### src/rtl/horner_sequencer.sv
// rtl/horner_sequencer.sv - Horner-rule polynomial sequencer driving a shared FP multiply-add unit
module horner_sequencer #(
  parameter int DEGREE  = 10,
  parameter int TIMEOUT = 255,
  parameter int CW      = 8
) (
  input  logic        clk,
  input  logic        GlobalReset,
  input  logic        in_valid,
  output logic        in_ready,
  input  logic [31:0] z,
  input  logic [31:0] coeff0,
  input  logic [31:0] coeff1,
  input  logic [31:0] coeff2,
  input  logic [31:0] coeff3,
  input  logic [31:0] coeff4,
  input  logic [31:0] coeff5,
  input  logic [31:0] coeff6,
  input  logic [31:0] coeff7,
  input  logic [31:0] coeff8,
  input  logic [31:0] coeff9,
  input  logic [31:0] coeff10,
  output logic        mac_req,
  output logic [31:0] mac_a,
  output logic [31:0] mac_b,
  output logic [31:0] mac_c,
  input  logic        mac_ack,
  input  logic [31:0] mac_result,
  output logic        y_valid,
  input  logic        y_ready,
  output logic [31:0] y,
  output logic        err
);

  localparam logic [1:0]    S_IDLE  = 2'd0;
  localparam logic [1:0]    S_BUSY  = 2'd1;
  localparam logic [1:0]    S_DONE  = 2'd2;
  localparam logic [3:0]    K_START = 4'(DEGREE - 1);
  localparam logic [CW-1:0] T_LAST  = CW'(TIMEOUT - 1);
  localparam logic [31:0]   QNAN    = 32'h7FC0_0000;

  logic [1:0]    state;
  logic [3:0]    k;
  logic [3:0]    k_dec;
  logic [CW-1:0] tcnt;
  logic [31:0]   acc;
  logic [31:0]   z_r;
  logic [31:0]   c_r  [0:10];
  logic [31:0]   c_in [0:10];

  assign c_in[0]  = coeff0;
  assign c_in[1]  = coeff1;
  assign c_in[2]  = coeff2;
  assign c_in[3]  = coeff3;
  assign c_in[4]  = coeff4;
  assign c_in[5]  = coeff5;
  assign c_in[6]  = coeff6;
  assign c_in[7]  = coeff7;
  assign c_in[8]  = coeff8;
  assign c_in[9]  = coeff9;
  assign c_in[10] = coeff10;

  assign k_dec    = k - 4'd1;
  assign in_ready = (state == S_IDLE);
  assign y_valid  = (state == S_DONE);

  // The accumulator and z snapshot double as the registered multiplicand/multiplier.
  assign mac_a = acc;
  assign mac_b = z_r;

  always_ff @(posedge clk or negedge GlobalReset) begin
    if (!GlobalReset) begin
      state   <= S_IDLE;
      k       <= 4'd0;
      tcnt    <= '0;
      acc     <= 32'h0;
      z_r     <= 32'h0;
      mac_c   <= 32'h0;
      mac_req <= 1'b0;
      y       <= 32'h0;
      err     <= 1'b0;
      for (int i = 0; i <= 10; i++) c_r[i] <= 32'h0;
    end else begin
      case (state)
        S_IDLE: begin
          if (in_valid) begin
            z_r <= z;
            for (int i = 0; i <= 10; i++) c_r[i] <= c_in[i];
            acc     <= c_in[DEGREE];
            mac_c   <= c_in[DEGREE-1];
            k       <= K_START;
            tcnt    <= '0;
            err     <= 1'b0;
            mac_req <= 1'b1;
            state   <= S_BUSY;
          end
        end
        S_BUSY: begin
          if (mac_ack) begin
            acc  <= mac_result;
            tcnt <= '0;
            if (k == 4'd0) begin
              y       <= mac_result;
              mac_req <= 1'b0;
              state   <= S_DONE;
            end else begin
              // Next operands land one cycle after the ack; mac_req stays high.
              k     <= k_dec;
              mac_c <= c_r[k_dec];
            end
          end else if (tcnt == T_LAST) begin
            y       <= QNAN;
            err     <= 1'b1;
            mac_req <= 1'b0;
            state   <= S_DONE;
          end else begin
            tcnt <= tcnt + 1'b1;
          end
        end
        S_DONE: begin
          if (y_ready) state <= S_IDLE;
        end
        default: begin
          state   <= S_IDLE;
          mac_req <= 1'b0;
        end
      endcase
    end
  end

endmodule

### config.mk
export PLATFORM = sky130hd
export DESIGN_NAME = horner_sequencer
export DESIGN_NICKNAME = d
export VERILOG_FILES = /design/src/rtl/horner_sequencer.sv
export SDC_FILE = /design/constraint.sdc
export NUM_CORES = 1
export LEC_CHECK = 0
export CAP_MARGIN = 0
export CORE_MARGIN = 2
export CORE_UTILIZATION = 50
export DETAILED_ROUTE_END_ITERATION = 8
export MAX_ROUTING_LAYER = met4
export PLACE_DENSITY = 0.81
export SYNTH_ARGS = -nofsm -noshare
export SYNTH_HDL_FRONTEND = slang
export SYNTH_SLANG_ARGS = --single-unit
### constraint.sdc
create_clock -name clk -period 3.9 [get_ports clk]
set_clock_uncertainty 0.1 [all_clocks]
set_input_delay 0.78 -clock clk [delete_from_list [all_inputs] [get_ports clk]]
set_output_delay 0.78 -clock clk [all_outputs]
set_load 0.01 [all_outputs]
==> impl_metrics.json, run 1 <==
{
  "cp_top_family": "buffers and inverters",
  "start_util": 0.505,
  "area_growth_pct": 35.3,
  "grt_pass1_vias": 19200,
  "grt_util_all_layers": 0.311,
  "crit_required_ns": 4.32,
  "cp_slowest_stage_delay_ns": 0.59,
  "slowest_stage": "buf_4",
  "crit_path_cell_trace": "inv_2 > ha_1 > nand2b_1 > o32ai_4 > buf_4 > a22oi_2 > o211ai_1 > a22o_1",
  "synth-async-reset-ratio": 1.00,
  "drive_gt1_frac": 0.0787,
  "grt_max_degree": 147,
  "final_cell_count_no_fill": 3514,
  "regArea_sq_mm": 0.0124,
  "yosysMostFrequentCell": "nand2_1",
  "slew_viol_final": 0,
  "numCtsBuffers": 51,
  "yosys-top-cells-area": "dfrtp_1 (56%), nand2_1 (21%), mux4_2 (5.0%), nor2_1 (2.4%), a22o_1 (2.2%)",
  "crit_path_end_kind": "flip-flop",
  "multi_input_area_sq_mm": 0.00907,
  "grt_pass1_wl_mm": 109,
  "worst_pin_slew_ns": 0.805,
  "pwr_density_cell_mw_per_mm2": 874,
  "nets": 3291,
  "dp.final_hpwl_mm": 49.3,
  "peakVddDrop_mv": 0.558,
  "io_pins": 553,
  "drv_cap": 0,
  "hp-class": "in -> async",
  "power_frac_seq": 0.346,
  "worstSkewPairLatency_ns": 0.59,
  "synth_warnings": 0,
  "drc_errors": 0,
  "netlist_top_cells_count": "nand2_1 (1,223), dfrtp_1 (496), nor2_1 (143)",
  "met1Wirelength_mm": 28.8,
  "ctsRootBufferMaster": "clkbuf_16",
  "internal-power_uw": 16100,
  "synth_cell_type_count": 51,
  "slew_headroom": 0.462,
  "overflow": 0,
  "dieArea_sq_mm": 0.0462,
  "synthFlopType": "dfrtp_1",
  "cts_hold_buf": 0,
  "top_layer": "met4",
  "postCtsSetupBuffers": 0,
  "port_buffers": 552,
  "antenna_found_initial": 13,
  "comb_power_share": 0.458,
  "first_pass_iters": 8,
  "cts_resized": 0,
  "coreArea_sq_mm": 0.0440,
  "whs_ns": 0.0959,
  "crit_start": "k[0]$_DFFE_PN0P_",
  "synth_edf_count": 0,
  "avgViaCountPerCell": 5.47,
  "synth-seq-area-share": 0.558,
  "finalSetupTns_ns": 0,
  "min_period_ns": 2.92,
  "cts.sink_count": 496,
  "final_min_period_over_clock_period": 0.748,
  "crit_path_max_fanout": 32,
  "arrival_ns": 3.33,
  "met3_length_mm": 5.37,
  "status": "completed",
  "cts_buffer_depth": 3,
  "synth_top_area_frac": 0.558,
  "synth_nets": 2805,
  "switching_share": 0.387,
  "fin_total_pwr_uw": 26300,
  "worst-path-buf-inv": 2,
  "setup_violations": 0,
  "dp_cells": 3405,
  "rows": 77,
  "met2_length_mm": 33.2,
  "fillers": 3286,
  "postRouteAntennaNets": 0,
  "synth_seq_cells": 496,
  "gp_congestion": 0.923,
  "path_clk_slew_ns": 0.06,
  "routed-via-count": 19200,
  "die_y_microns": 215,
  "fmax_mhz": 343,
  "drtIter0Drc": 2088,
  "syn_area_per_cell_sq_um": 9.35,
  "r2r-start": "k[0]$_DFFE_PN0P_",
  "p_leak_uw": 0.0145,
  "wl_mm": 69.9,
  "final_hold_viol_count": 0,
  "cts_tree": "built",
  "wire_per_inst_microns": 19.9,
  "yosysTopAreaCell": "dfrtp_1",
  "fp.dieW_microns": 215,
  "synth.cell_area_sq_mm": 0.0222,
  "rsz0062_at_grt": "no",
  "htree_levels": 2,
  "critPathLaunchType": "flip-flop",
  "netlist_instances": 2380,
  "worst-setup-path-type": "reg -> reg",
  "power_frac_clock": 0.196,
  "power.switching_uw": 10200
}
[path summary, 6_finish.rpt]
kind                                              end  slack [ns]  cells after the start
worst max-delay path            mac_c[24]$_DFFE_PN0P_        0.98                      8
worst min-delay path                 y[5]$_DFFE_PN0P_         0.1                      1
worst max register to register  mac_c[24]$_DFFE_PN0P_        0.98                      8
worst min register to register   c_r[205]$_DFFE_PN0P_        0.37                      2
max in group asynchronous        c_r[188]$_DFFE_PN0P_        2.51                      3
min in group clk                 c_r[205]$_DFFE_PN0P_        0.37                      2
[stage by stage]
stage                     utilization  instance area (sq um)  setup WS (ns)
after detailed placement        0.642                  28300          0.899
after global routing            0.683                  30100          0.796
after CTS                       0.683                  30100          0.979
after floorplan                     -                  22200           1.15
after global placement          0.642                  28300          0.956
final                           0.684                  30100          0.982
[placed cells by master (no fill, tap or decap), drive strengths merged, types with 2 or more instances in the layout]
cell type	n
o211ai	32
buf	41
a22oi	32
clkbuf	70
o22a	7
nand3	5
nor2b	5
ha	4
nand3b	2
nand4	3
a31oi	35
a21oi	39
nand2	1223
xor2	6
mux2i	34
bufinv	5
nor2	145
mux4	64
clkdlybuf4s50	551
inv	7
diode	14
clkinv	13
and3	3
o21ai	4
nand2b	5
nor3	2
dfrtp	496
a22o	55
clkinvlp	7
[cell families after synthesis]
group	share of synthesized area
xor+xnor	0.00236
fa+ha+maj	0.00225
compound gates	0.0775
simple gates	0.240
flops	0.558
buf+inv	0.0371
mux	0.0826
[per-layer routing]
layer,GRT usage,vias up
met5,-,-
met4,0.126,0
met3,0.0483,144
met2,0.477,931
met1,0.420,9429
li1,-,8714
[power by group through the flow]
stage | sequential (uW) | combinational [uW] | clock [uW]
2_1_floorplan | 8970 | 7610 | 0
3_3_place_gp | 8970 | 11700 | 0
3_5_place_dp | 9130 | 12000 | 0
4_1_cts | 9070 | 12100 | 5210
5_1_grt | 9350 | 13100 | 5430
6_report | 9100 | 12100 | 5140
[final cells by class]
| cell class | count | area share |
|---|---|---|
| multi-input combinational | 1718 | 0.301 |
| sequential | 496 | 0.413 |
| antenna | 14 | 0.00116 |
| timing repair buffer | 592 | 0.200 |
| clock inverter | 25 | 0.00890 |
| tap | 592 | 0.0246 |
| clock buffer | 70 | 0.0505 |
| inverter | 7 | 0.000873 |
[flip-flops by register name, summed over array words and instances (netlist names)]
register / count
mac_a: 32
y: 32
state: 2
tcnt: 8
k: 4
mac_b: 32
c_r: 352
err: 1
mac_c: 32
mac_req: 1
Power figures use the tool's default switching activity.
==> run 2: changes to the inputs <==
- CORE_UTILIZATION: 50 -> 45
- PLACE_DENSITY: 0.81 -> 0.77
- clock period: 3.9 -> 2.5 ns (I/O delays scaled with it)
==> impl_metrics.json, run 2 (synthesis gave the netlist of run 1 again) <==
{
  "routed-via-count": 19300,
  "wl_mm": 71.9,
  "status": "completed",
  "crit_path_cell_trace": "nand2b_1 > inv_1 > clkdlybuf4s50_1",
  "rows": 81,
  "dp_cells": 3509,
  "grt_pass1_vias": 19400,
  "fin_ws_ns": 0.0918,
  "cp_slowest_stage_delay_ns": 0.53,
  "largest_register_ffs": 352,
  "worst-path-buf-inv": 2,
  "dpl_worst_slack_ns": 0.0753,
  "postRouteAntennaNets": 0,
  "fp.dieW_microns": 226,
  "drive_gt1_frac": 0.0890,
  "crit_required_ns": 1.90,
  "met2_length_mm": 33.0,
  "rsz0062_at_grt": "no",
  "first_pass_iters": 5,
  "fmax_mhz": 415,
  "peakVddDrop_mv": 0.740,
  "grt_max_degree": 124,
  "die_y_microns": 226,
  "drv_cap": 0,
  "nets": 3329,
  "htree_levels": 2,
  "cts.sink_count": 496,
  "cts_tree": "built",
  "final_min_period_over_clock_period": 0.963,
  "final_hold_viol_count": 0,
  "slew_headroom": 0.430,
  "met1Wirelength_mm": 30.6,
  "setup_violations": 0,
  "final_cell_mix": "nand2_1 (1,222), clkdlybuf4s50_1 (551), dfrtp_1 (494), nor2_1 (143), a22o_1 (55)",
  "overflow": 0,
  "gp_congestion": 0.900,
  "slew_viol_final": 0,
  "worst-setup-path-type": "reg -> out",
  "pwr_density_cell_mw_per_mm2": 1380,
  "drc_errors": 0,
  "final_cell_count_no_fill": 3624,
  "min_period_ns": 2.41,
  "top_layer": "met4",
  "cp_top_family": "buffers and inverters",
  "dieArea_sq_mm": 0.0512,
  "top_register": "c_r",
  "avgViaCountPerCell": 5.33,
  "port_buffers": 552,
  "p_leak_uw": 0.0149,
  "finalSetupTns_ns": 0,
  "hp-class": "in -> reg",
  "worstSkewPairLatency_ns": 0.59,
  "start_util": 0.455,
  "dp.final_hpwl_mm": 52.4,
  "arrival_ns": 1.81,
  "critPathLaunchType": "flip-flop",
  "cts_buffer_depth": 3,
  "wire_per_inst_microns": 19.8,
  "coreArea_sq_mm": 0.0488,
  "crit_path_end_kind": "output pin",
  "area_growth_pct": 38.9,
  "numCtsBuffers": 53,
  "path_clk_slew_ns": 0.06,
  "crit_path_max_fanout": 7,
  "met3_length_mm": 5.62,
  "slowest_stage": "clkdlybuf4s50_1",
  "whs_ns": 0.338,
  "antenna_found_initial": 15,
  "drtIter0Drc": 1827,
  "postLayoutCoreUtil": 0.633,
  "final_common_cell": "nand2_1",
  "ctsRootBufferMaster": "clkbuf_16",
  "grt_util_all_layers": 0.287,
  "io_pins": 553,
  "grt_pass1_wl_mm": 110,
  "worst_pin_slew_ns": 0.853,
  "fillers": 3934
}
## run 2: cell count changes in the layout (fill, tap and decap cells not counted), moves of 2 or more
cell	change
buf_4	+11
clkinv_2	-6
diode_2	+2
bufinv_16	+6
clkinvlp_4	-5
clkbuf_1	+4
buf_12	+21
## run 2: cell type report
type / instances / area, sq um / share of cell area
sequential: 496 / 12400 / 0.402
timing repair buffer: 628 / 6600 / 0.213
tap: 664 / 831 / 0.0269
antenna: 16 / 40.0 / 0.00130
clock buffer: 74 / 1540 / 0.0497
multi-input combinational: 1718 / 9070 / 0.293
clock inverter: 21 / 389 / 0.0126
inverter: 7 / 28.8 / 0.000931
## run 2: where the power goes
part           internal, uW  switching (uW)
clock                  5400            3260
combinational          9190           10600
sequential            11900            2330
total                 26500           16200
## run 2: metrics by stage
stage	power, uW	area (sq um)
2_1_floorplan	26100	22300
3_3_place_gp	33300	28900
3_5_place_dp	33800	28900
4_1_cts	42700	30800
5_1_grt	45300	30900
6_report	42700	30900
## run 2: repair_timing
action / 4_1_cts / 5_1_grt
resized for setup: 1 / 2
gates cloned: 0 / 1
hold buffers: 1 / 0
setup endpoints to repair: 2 / 4
buffers inserted: 0 / 2
endpoints found under the hold margin: 38 / 0
## run 2: path summary, 6_finish.rpt
check                                          start                    end  slack, ns  cells after the start
max in group asynchronous                GlobalReset    c_r[17]$_DFFE_PN0P_       1.07                      3
worst max register to register      k[0]$_DFFE_PN0P_  mac_c[17]$_DFFE_PN0P_       0.10                      6
worst max-delay path            state[1]$_DFFE_PN0P_                y_valid       0.09                      3
worst min register to register  c_r[281]$_DFFE_PN0P_   c_r[281]$_DFFE_PN0P_       0.36                      2
min in group asynchronous                GlobalReset     c_r[3]$_DFFE_PN0P_       0.36                      2
worst min-delay path                            z[3]   mac_b[3]$_DFFE_PN0P_       0.34                      3
## run 2: layer usage
| layer | global-route usage | vias to the layer above |
|---|---|---|
| li1 | - | 8798 |
| met1 | 0.384 | 9463 |
| met2 | 0.434 | 894 |
| met3 | 0.0599 | 149 |
| met4 | 0.108 | 0 |
| met5 | - | - |
## run 2: worst reg2reg max path, stage by stage (launching register included)
cell	delay, ns
dfrtp_4	0.53
buf_12	0.20
o21a_4	0.26
nor2_1	0.12
o31a_2	0.64
o211ai_1	0.21
a22o_1	0.23
==> run 3: changes to the inputs <==
- RECOVER_POWER: unset -> 50
==> impl_metrics.json, run 3 (synthesis gave the netlist of run 1 again) <==
{
  "fp.dieW_microns": 226,
  "overflow": 0,
  "grt_pass1_vias": 19400,
  "dieArea_sq_mm": 0.0512,
  "avgViaCountPerCell": 5.31,
  "cts.sink_count": 496,
  "drc_errors": 0,
  "ff2ff_path_depth": 6,
  "fillers": 3968,
  "fmax_mhz": 417,
  "worstSetupEndpoint": "mac_c[4]$_DFFE_PN0P_",
  "setup_violations": 0,
  "grt_pass1_wl_mm": 110,
  "rsz0062_at_grt": "no",
  "htree_levels": 2,
  "ctsRootBufferMaster": "clkbuf_16",
  "r2r-start": "k[0]$_DFFE_PN0P_",
  "final_cell_mix": "nand2_1 (1,223), clkdlybuf4s50_1 (551), dfrtp_1 (494), nor2_1 (143), a22o_1 (55)",
  "largest_register_ffs": 352,
  "drtIter0Drc": 1832,
  "finalSetupTns_ns": 0,
  "final_common_cell": "nand2_1",
  "wire_per_inst_microns": 19.8,
  "wl_mm": 71.7,
  "drv_cap": 0,
  "status": "completed",
  "coreArea_sq_mm": 0.0488,
  "crit_required_ns": 2.86,
  "dp.final_hpwl_mm": 52.4,
  "postRouteAntennaNets": 0,
  "hp-class": "in -> reg",
  "path_clk_slew_ns": 0.06,
  "p_leak_uw": 0.0148,
  "top_register": "c_r",
  "slew_viol_final": 0,
  "cts_tree": "built",
  "critPathLaunchType": "flip-flop",
  "grt_util_all_layers": 0.287,
  "worstSkewPairLatency_ns": 0.59,
  "antenna_found_initial": 15,
  "io_pins": 553,
  "r2r-end": "mac_c[4]$_DFFE_PN0P_",
  "gp_congestion": 0.900,
  "first_pass_iters": 5,
  "ff2ff_setup_slack_ns": 0.10,
  "crit_path_end_kind": "flip-flop",
  "drive_gt1_frac": 0.0839,
  "cts_buffer_depth": 3,
  "nets": 3329,
  "crit_path_max_fanout": 32,
  "worst_pin_slew_ns": 1.31,
  "start_util": 0.455,
  "arrival_ns": 2.76,
  "port_buffers": 552,
  "crit_start": "k[0]$_DFFE_PN0P_",
  "min_period_ns": 2.40,
  "slew_headroom": 0.127,
  "rows": 81,
  "final_hold_viol_count": 0,
  "peakVddDrop_mv": 0.742,
  "routed-via-count": 19200,
  "worst-setup-path-type": "reg -> reg",
  "postLayoutCoreUtil": 0.629,
  "numCtsBuffers": 53,
  "dp_cells": 3509,
  "pwr_density_cell_mw_per_mm2": 1380,
  "area_growth_pct": 38.1,
  "final_min_period_over_clock_period": 0.960,
  "final_cell_count_no_fill": 3624,
  "die_y_microns": 226,
  "grt_max_degree": 124
}
## run 3: area by class of cell
cell class,instances,area (sq um),area share
sequential,496,12400,0.404
inverter,7,28.8,0.000937
clock buffer,74,1540,0.0500
antenna,16,40.0,0.00130
multi-input combinational,1718,9040,0.294
tap,664,831,0.0271
clock inverter,21,389,0.0127
timing repair buffer,628,6430,0.209
## run 3: worst max-delay path: stages, from the launching register on
cell,delay (ns)
dfrtp_4,0.53
buf_12,0.20
o21a_4,0.26
nor2_1,0.12
o31a_2,0.65
o211ai_1,0.20
a22o_1,0.22
## run 3: worst min path at each step
| stage | cells after the start | endpoint | from | slack (ns) |
|---|---|---|---|---|
| floorplan | 0 | c_r[0]$_DFFE_PN0P_ | GlobalReset | 0.10 |
| global route | 3 | mac_b[10]$_DFFE_PN0P_ | z[10] | 0.33 |
| global placement | 1 | c_r[2]$_DFFE_PN0P_ | GlobalReset | 0.33 |
| finish | 3 | c_r[167]$_DFFE_PN0P_ | coeff5[7] | 0.34 |
| detailed placement | 1 | c_r[2]$_DFFE_PN0P_ | GlobalReset | 0.33 |
| CTS | 3 | mac_b[3]$_DFFE_PN0P_ | z[3] | 0.31 |
## run 3: routing by layer
layer,vias up,part of all wire,track usage
li1,8804,-,-
met1,9436,0.42,0.384
met2,857,0.46,0.434
met3,151,0.079,0.0599
met4,0,0.037,0.108
met5,-,0,-
## run 3: power breakdown
group / leakage [uW] / internal (uW) / total [uW] / switching, uW
registers: 0.00611 / 11900 / 14200 / 2320
logic: 0.00773 / 9060 / 19600 / 10500
clock network: 0.000944 / 5400 / 8670 / 3270
total: 0.0148 / 26400 / 42500 / 16100
## run 3: what timing repair did
| action | CTS | global route |
|---|---|---|
| hold buffers | 1 | 0 |
| buffers inserted | 0 | 2 |
| endpoints found under the hold margin | 38 | 0 |
| endpoints found under the setup margin | 2 | 4 |
| resized for setup | 1 | 2 |
| cloned | 0 | 1 |
## run 3: metrics by stage
step / cell area, sq um / hold WS, ns / setup WS (ns) / total power [uW]
4_1_cts: 30800 / 0.307 / 0.00615 / 42700
5_1_grt: 30700 / 0.329 / 0.0195 / 45200
3_3_place_gp: 28900 / 0.331 / 0.116 / 33300
6_report: 30700 / 0.339 / 0.100 / 42500
2_1_floorplan: 22300 / 0.104 / 0.00804 / 26100
3_5_place_dp: 28900 / 0.333 / 0.0753 / 33800
